--- src/rtl/cfg_chain_ctrl.sv ---
// cfg_chain_ctrl: loads host words LSB-first into a CHAIN_LEN-flop scan chain, then strobes update.
// Latency: first shift the cycle after accept; one bit per cycle; update the cycle after the last bit.
// Backpressure: req_ready only in IDLE/LOAD; readback (rd_valid/rd_data) has none.
//
// Ports:
//   CK, RN                       clock, async active-low reset
//   req_valid/req_ready/req_data host word handshake (bit 0 shifted first)
//   abort                        cancel current load, return to IDLE
//   shift_en, scan_in, scan_out  chain SE / SI / SO
//   update                       one-cycle strobe after CHAIN_LEN bits
//   busy                         state != IDLE
//   rd_valid, rd_data            readback words assembled from scan_out
// Build option: define READBACK_EN to build the scan_out capture path;
// otherwise rd_valid/rd_data are tied 0 and scan_out is ignored.
module cfg_chain_ctrl #(
  parameter int CHAIN_LEN = 32,
  parameter int WORD_W    = 8
) (
  input  logic              CK,
  input  logic              RN,
  input  logic              req_valid,
  output logic              req_ready,
  input  logic [WORD_W-1:0] req_data,
  input  logic              abort,
  output logic              shift_en,
  output logic              scan_in,
  input  logic              scan_out,
  output logic              update,
  output logic              busy,
  output logic              rd_valid,
  output logic [WORD_W-1:0] rd_data
);

  localparam int WCW = $clog2(WORD_W + 1);
  localparam int TCW = $clog2(CHAIN_LEN + 1);
  localparam logic [WCW-1:0] WORD_BITS  = WCW'(WORD_W);
  localparam logic [TCW-1:0] CHAIN_BITS = TCW'(CHAIN_LEN);

  typedef enum logic [1:0] {
    IDLE   = 2'd0,
    SHIFT  = 2'd1,
    LOAD   = 2'd2,
    UPDATE = 2'd3
  } state_e;

  state_e            state_q, state_d;
  logic [WORD_W-1:0] sreg_q, sreg_d;
  logic [WCW-1:0]    wcnt_q, wcnt_d;
  logic [TCW-1:0]    tcnt_q, tcnt_d;
  logic              last_bit;   // this SHIFT edge moves the CHAIN_LEN-th bit
  logic              word_done;  // this SHIFT edge moves the last bit of the word

  logic req_ready_q, shift_en_q, scan_in_q, update_q, busy_q;

  always_comb begin
    state_d   = state_q;
    sreg_d    = sreg_q;
    wcnt_d    = wcnt_q;
    tcnt_d    = tcnt_q;
    last_bit  = 1'b0;
    word_done = 1'b0;

    case (state_q)
      IDLE: begin
        if (req_valid && req_ready_q) begin
          sreg_d  = req_data;
          wcnt_d  = WORD_BITS;
          tcnt_d  = '0;
          state_d = SHIFT;
        end
      end
      SHIFT: begin
        sreg_d    = sreg_q >> 1;
        wcnt_d    = wcnt_q - 1'b1;
        tcnt_d    = tcnt_q + 1'b1;
        last_bit  = (tcnt_d == CHAIN_BITS);
        word_done = (wcnt_d == '0);
        // Chain full wins over word exhaustion: leftover word bits are dropped.
        if (last_bit) begin
          state_d = UPDATE;
        end else if (word_done) begin
          state_d = LOAD;
        end
      end
      LOAD: begin
        // tcnt carries over so the chain length is counted across words.
        if (req_valid && req_ready_q) begin
          sreg_d  = req_data;
          wcnt_d  = WORD_BITS;
          state_d = SHIFT;
        end
      end
      UPDATE: begin
        tcnt_d  = '0;
        state_d = IDLE;
      end
      default: begin
        state_d = IDLE;
      end
    endcase

    // abort beats any accept or transition; the UPDATE pulse is already on the wire.
    if (abort) begin
      state_d = IDLE;
      wcnt_d  = '0;
      tcnt_d  = '0;
    end
  end

  // Outputs are registered from next-state so they line up with the state they describe.
  always_ff @(posedge CK or negedge RN) begin
    if (!RN) begin
      state_q     <= IDLE;
      sreg_q      <= '0;
      wcnt_q      <= '0;
      tcnt_q      <= '0;
      req_ready_q <= 1'b0;
      shift_en_q  <= 1'b0;
      scan_in_q   <= 1'b0;
      update_q    <= 1'b0;
      busy_q      <= 1'b0;
    end else begin
      state_q     <= state_d;
      sreg_q      <= sreg_d;
      wcnt_q      <= wcnt_d;
      tcnt_q      <= tcnt_d;
      req_ready_q <= (state_d == IDLE) || (state_d == LOAD);
      shift_en_q  <= (state_d == SHIFT);
      scan_in_q   <= (state_d == SHIFT) && sreg_d[0];
      update_q    <= (state_d == UPDATE);
      busy_q      <= (state_d != IDLE);
    end
  end

  assign req_ready = req_ready_q;
  assign shift_en  = shift_en_q;
  assign scan_in   = scan_in_q;
  assign update    = update_q;
  assign busy      = busy_q;

`ifdef READBACK_EN
  logic [WORD_W-1:0] rb_q, rb_d;
  logic [WORD_W-1:0] rd_data_q, rd_data_d;
  logic              rd_valid_q, rd_valid_d;
  logic [WCW-1:0]    rb_idx;

  always_comb begin
    rb_d       = rb_q;
    rd_data_d  = rd_data_q;
    rd_valid_d = 1'b0;
    // Bit position within the readback word equals bits already shifted of this word.
    rb_idx     = WORD_BITS - wcnt_q;
    if (state_q == SHIFT && !abort) begin
      rb_d = rb_q | (WORD_W'(scan_out) << rb_idx);
      if (last_bit || word_done) begin
        rd_valid_d = 1'b1;
        rd_data_d  = rb_d;
        rb_d       = '0;
      end
    end
    // A partial word is discarded on abort.
    if (abort) begin
      rb_d = '0;
    end
  end

  always_ff @(posedge CK or negedge RN) begin
    if (!RN) begin
      rb_q       <= '0;
      rd_data_q  <= '0;
      rd_valid_q <= 1'b0;
    end else begin
      rb_q       <= rb_d;
      rd_data_q  <= rd_data_d;
      rd_valid_q <= rd_valid_d;
    end
  end

  assign rd_valid = rd_valid_q;
  assign rd_data  = rd_data_q;
`else
  logic unused_scan_out;
  assign unused_scan_out = scan_out;
  assign rd_valid        = 1'b0;
  assign rd_data         = '0;
`endif

endmodule

--- config.mk ---
export PLATFORM = sky130hd
export DESIGN_NAME = cfg_chain_ctrl
export DESIGN_NICKNAME = d
export VERILOG_FILES = /design/src/rtl/cfg_chain_ctrl.sv
export SDC_FILE = /design/constraint.sdc
export NUM_CORES = 1
export LEC_CHECK = 0
export ABC_AREA = 0
export CELL_PAD_IN_SITES_DETAIL_PLACEMENT = 1
export CELL_PAD_IN_SITES_GLOBAL_PLACEMENT = 2
export CORE_ASPECT_RATIO = 1.5
export CORE_UTILIZATION = 41
export DETAILED_ROUTE_END_ITERATION = 16
export DONT_BUFFER_PORTS = 1
export HOLD_SLACK_MARGIN = 0.02
export PLACE_DENSITY_LB_ADDON = 0.1
export SETUP_SLACK_MARGIN = 0.1
export SLEW_MARGIN = 20
export SYNTH_ARGS = -nofsm -noshare
export SYNTH_HDL_FRONTEND = slang
export SYNTH_SLANG_ARGS = --single-unit
--- constraint.sdc ---
create_clock -name CK -period 4.47 [get_ports CK]
set_input_delay 0.447 -clock CK [delete_from_list [all_inputs] [get_ports CK]]
set_output_delay 0.447 -clock CK [all_outputs]
set_load 0.02 [all_outputs]
# ---- Yosys cells after proc, flatten, opt, wreduce, memory -nomap -nowiden
# Index checks and enable logic that the tools add are counted.
dict set report totals {
  latch_bits 0
  mem_bits_ro 0
  out_inout_bits 14
  n_memories 0
  reg_bits 25
  input_bits 13
  ramBits 0
}
dict set report op_classes {
  bitwise 0
  muxes 13
  n_eq_ne 10
  reduce_logical 14
  div_mod_pow 0
  mul 0
  shifts 0
  add_sub_neg 2
  n_lt_le_gt_ge 0
}
# cell count
set op_table {}
lappend op_table {{$pmux 6 s3} 1}
lappend op_table {{$pmux 8 s2} 1}
lappend op_table {{$mux 6} 2}
lappend op_table {{$eq 2x2->1 const B} 4}
lappend op_table {{$mux 2} 4}
lappend op_table {{$mux 4} 2}
lappend op_table {{$mux 8} 1}
lappend op_table {{$pmux 4 s2} 1}
lappend op_table {{$add 6x1->6 const B} 1}
lappend op_table {{$eq 6x6->1 const B} 1}
lappend op_table {{$pmux 2 s3} 1}
lappend op_table {{$reduce_and 2->1} 3}
lappend op_table {{$eq 2x1->1 const B} 2}
lappend op_table {{$logic_not 2->1} 2}
lappend op_table {{$logic_not 4->1} 1}
lappend op_table {{$reduce_bool 2->1} 2}
lappend op_table {{$reduce_bool 4->1} 1}
lappend op_table {{$sub 4x1->4 const B} 1}
lappend op_table {{$ne 3x1->1 const B} 1}
lappend op_table {{$ne 3x3->1 const B} 1}
lappend op_table {{$reduce_bool 3->1} 1}
lappend op_table {{$logic_and 1x1->1} 2}
lappend op_table {{$ne 2x1->1 const B} 1}
lappend op_table {{$reduce_or 2->1} 1}
lappend op_table {{$logic_or 1x1->1} 1}

# ---- Depth between registers and ports, before layout
dict set report logic_depth {
  word_depth 8
  depth_mapped 8
  depth_no_buf 8
}

# ---- Worst setup path after synthesis
# No wires, ideal clock.
dict set report synth_timing {
  path_kind {reg-to-reg}
  startpoint {reg wcnt_q[0]}
  endpoint {reg scan_in_q, in the netlist scan_in}
  required_time_ns 4.337
  arrival_time_ns 1.788
  path_slack_ns 2.549
  n_path_buf 0
  stages_incl_launch_ff 8
  period_less_slack_ns 1.921
  path_cell_list {dfrtp_1 -> inv_1 -> ha_1 -> or3b_2 -> o31ai_1 -> o21ai_0 -> o221ai_2 -> nor3b_2}
}
dict set report synth_via {
  elab_chain_len 8
}
# element line
set synth_rtl {}
lappend synth_rtl {{from (decl)} 48} ;# logic [WCW-1:0] wcnt_q, wcnt_d;
lappend synth_rtl {{from (signal assigned)} 125} ;# wcnt_q <= wcnt_d;
lappend synth_rtl {{$sub 4x1->4} 74} ;# wcnt_d = wcnt_q - 1'b1;
lappend synth_rtl {{$logic_not 4->1} 77} ;# word_done = (wcnt_d == '0);
lappend synth_rtl {{$mux 2} 81} ;# end else if (word_done) begin
lappend synth_rtl {{$mux 2} 79} ;# if (last_bit) begin
lappend synth_rtl {{$pmux 2 s3} 63} ;# case (state_q)
lappend synth_rtl {{$mux 2} 103} ;# if (abort) begin
lappend synth_rtl {{$eq 2x1->1} 129} ;# scan_in_q <= (state_d == SHIFT) && sreg_d[0];
lappend synth_rtl {{$logic_and 1x1->1} 129}
lappend synth_rtl {{to (signal assigned)} 129}
lappend synth_rtl {{to (decl)} 53} ;# logic req_ready_q, shift_en_q, scan_in_q, update_q, busy_q;
# Every way passes these cells.
# A chain may end at the register's enable or synchronous reset.

# ---- Worst setup path in the final report
dict set report layout_timing {
  startpoint {reg wcnt_q[0]}
  endpoint {reg busy_q, in the netlist busy}
}
dict set report layout_via {
  elab_chain_len 7
}
# element line
set layout_rtl {}
lappend layout_rtl {{$sub 4x1->4} 74}
lappend layout_rtl {{$logic_not 4->1} 77}
lappend layout_rtl {{$mux 2} 81}
lappend layout_rtl {{$mux 2} 79}
lappend layout_rtl {{$pmux 2 s3} 63}
lappend layout_rtl {{$mux 2} 103}
lappend layout_rtl {{$reduce_bool 2->1} 131} ;# busy_q <= (state_d != IDLE);
lappend layout_rtl {{to (signal assigned)} 131}
lappend layout_rtl {{to (decl)} 53}
# Every way passes these cells.

==> results.cfg <==
[run_status]
status = complete, no violations

[finish]
fin_area_um2 = 1490
nNetsFinal = 165
num_antenna_cells = 0
drive_above_1_share_pct = 9.09
synthToLayoutAreaGrowth_pct = 6.07
fin_cells = 183

[yosys]
synth_area_leaders = dfrtp_1 45%, a22o_1 7.5%, ha_1 7.1%
ys_seq_area_share_pct = 44.6
synth_top_area_share_pct = 44.6
synth_cells = 139
synth_seq_cells = 25
yosysWarningCount = 0
syn-cell-area_um2 = 1400
synth_top_cell_by_area = dfrtp_1
syn_area_per_cell_um2 = 10.1
ys.flop_type = dfrtp_1
synth_edf_count = 0
yosysUniqueCellTypes = 35
async_reset_ff_share_pct = 100

[global_route]
grt_max_degree = 26
grt_antenna_before_repair = 0
grt_pass1_wl_um = 4860
grt_pass1_vias = 1066
grt_overflow = 0
track_usage_pct = 17.8

[floorplan]
io_pins = 27
fp.dieH_um = 73.6
core_um2 = 3190
initial_core_util_pct = 43.9
die_w_um = 49.7
rows = 25
die_area_um2 = 3660

[cts]
cts_buffer_depth = 2
cts.repair.resized = 0
clock_latency_ns = 0.27
cts_tree = yes
cts_buffers = 3
cts.sinks = 25
htreeDepth = 1
clk_pin_slew_ns = 0.09
cts_root_buf = clkbuf_8

[worst_setup_path]
r2r_cells = 7
cp_data_required_time_ns = 4.61
start_kind = register
critPathCapture = busy$_DFF_PN0_
worstSetupEndpointType = register
rrSetupSlack_ns = 2.17
worstSetupStartpoint = wcnt_q[0]$_DFFE_PN0P_
r2r-start = wcnt_q[0]$_DFFE_PN0P_
path_max_fanout = 7
crit_type = register to register
critPathArrivalTime_ns = 2.44
timing.rr.end = busy$_DFF_PN0_

[placed_design]
post-place-cells = 177
place_area_um2 = 1410
dp_hpwl_um = 2300
port_buffers = 0
pre_cts_ws_ns = 2.15
routabilityCongestion = 0.696

[power]
switching_power_w = 0.000290
p_int_w = 0.000445
powerDensity_nw_per_um2 = 495
swShare_pct = 39.4
finalPower_w = 0.000736
vdd_ir_drop_max_mv = 0.268
seqPwrFrac_pct = 46.3
p_leak_nw = 0.691
combPwrFrac_pct = 35.2
pwr-share-clk_pct = 18.5

[routing]
ant_nets = 0
wl_per_cell_um = 16.7
drt-initial-drc-count = 9
vias = 1025
drcViolationCount = 0
vias_per_cell = 5.60
firstDrtPassIters = 2
drt-total-wl_um = 3060

[run]
cap_violations = 0

[timing]
finalCritPeriodShare_pct = 51.4
tns_ns = 0
hold_viol = 0
final_max_slew_viol_count = 0
max_slew_margin_pct = 55.2
rsz0062_at_grt = no
timing.fmax_mhz = 435
fin_skew_ns = 0.00664
finalSetupViolCount = 0
period_needed_ns = 2.30
setup_ws_ns = 2.17
worst_slew_pin_slew_ns = 0.669

[hold_path]
hp-class = input pin to register
-- what timing repair did --
item | 4_1_cts | 5_1_grt
buffers inserted | 0 | 0
hold buffers | 2 | 0
hold endpoints to repair | 25 | 0
-- worst min-delay path by stage --
stage / startpoint / end / slack (ns) / depth (start not counted)
detailed placement: RN / wcnt_q[2]$_DFFE_PN0P_ / 0.15 / 0
finish: abort / wcnt_q[2]$_DFFE_PN0P_ / 0.23 / 1
CTS: abort / wcnt_q[2]$_DFFE_PN0P_ / 0.23 / 1
floorplan: RN / busy$_DFF_PN0_ / 0.15 / 0
global placement: RN / wcnt_q[2]$_DFFE_PN0P_ / 0.15 / 0
global route: abort / wcnt_q[1]$_DFFE_PN0P_ / 0.22 / 1
-- synth_stat cells, types with 3 or more instances --
cell / instances
a21oi_1: 8
a22o_1: 12
buf_4: 9
dfrtp_1: 25
ha_1: 8
inv_1: 9
nand2_1: 11
nand3_1: 3
nor2_1: 13
o21ai_0: 10
xnor2_1: 3
-- state kept, by name, summed over array words and instances (netlist names) --
name       flops
wcnt_q         4
req_ready      1
tcnt_q         6
sreg_q         8
scan_in        1
shift_en       1
update         1
busy           1
state_q        2
-- cells in the final DEF, fill, tap and decap left out, types with 2 or more instances in the layout --
cell       n
dfrtp_1   25
nor2_1    13
a22o_1    12
nand2_1   11
o21ai_0   10
inv_1      9
conb_1     9
a21oi_1    8
ha_1       8
nand3_1    3
xnor2_1    3
clkbuf_8   3
a22oi_1    2
nor3_1     2
o31ai_1    2
nand2b_1   2
-- layout make-up --
type	instances	area [µm²]
fillers	379	1700
multi-input cells	103	701
flip-flops and latches	25	626
well taps	40	50.0
clock buffers	3	41.3
inverters	9	33.8
repair buffers	2	30.0
clock inverters	1	5.00
-- critical path: stages (launching register included) --
cell,delay [ns]
dfrtp_1,0.45
inv_1,0.08
ha_1,0.23
or3b_2,0.48
o31ai_1,0.33
o21ai_0,0.15
o221ai_2,0.35
nand2_1,0.10
-- power by group through the flow --
| stage | registers (W) | logic [W] | clock network (W) |
|---|---|---|---|
| after floorplan | 0.000332 | 0.000208 | 0 |
| after global placement | 0.000343 | 0.000245 | 0 |
| after detailed placement | 0.000346 | 0.000256 | 0 |
| after CTS | 0.000342 | 0.000265 | 0.000139 |
| after global routing | 0.000349 | 0.000293 | 0.000145 |
| final | 0.000340 | 0.000259 | 0.000136 |
-- kinds of logic after synthesis --
group / after synthesis / synth area share (%)
other: 1 / 0.268
and+or+nand+nor: 38 / 13.8
xor gates and xnor gates: 4 / 2.50
buffers and inverters: 19 / 7.50
adders and majority gates: 8 / 7.14
DFF: 25 / 44.6
muxes: 1 / 0.714
AOI/OAI and AO/OA: 43 / 23.5
-- per-stage QoR --
stage	util, %	hold WS (ns)
floorplan	-	0.151
global placement	44.2	0.152
detailed placement	44.2	0.152
CTS	46.6	0.228
global route	46.6	0.223
finish	46.6	0.227
-- per-layer routing --
metal	GRT usage (%)	vias up	share of wire, %
met3	2.48	5	2.4
li1	-	484	-
met5	0	-	0
met2	36.9	13	59
met4	6.67	0	1.2
met1	17.0	523	38
Note: power is estimated with default switching activity, not from simulation.
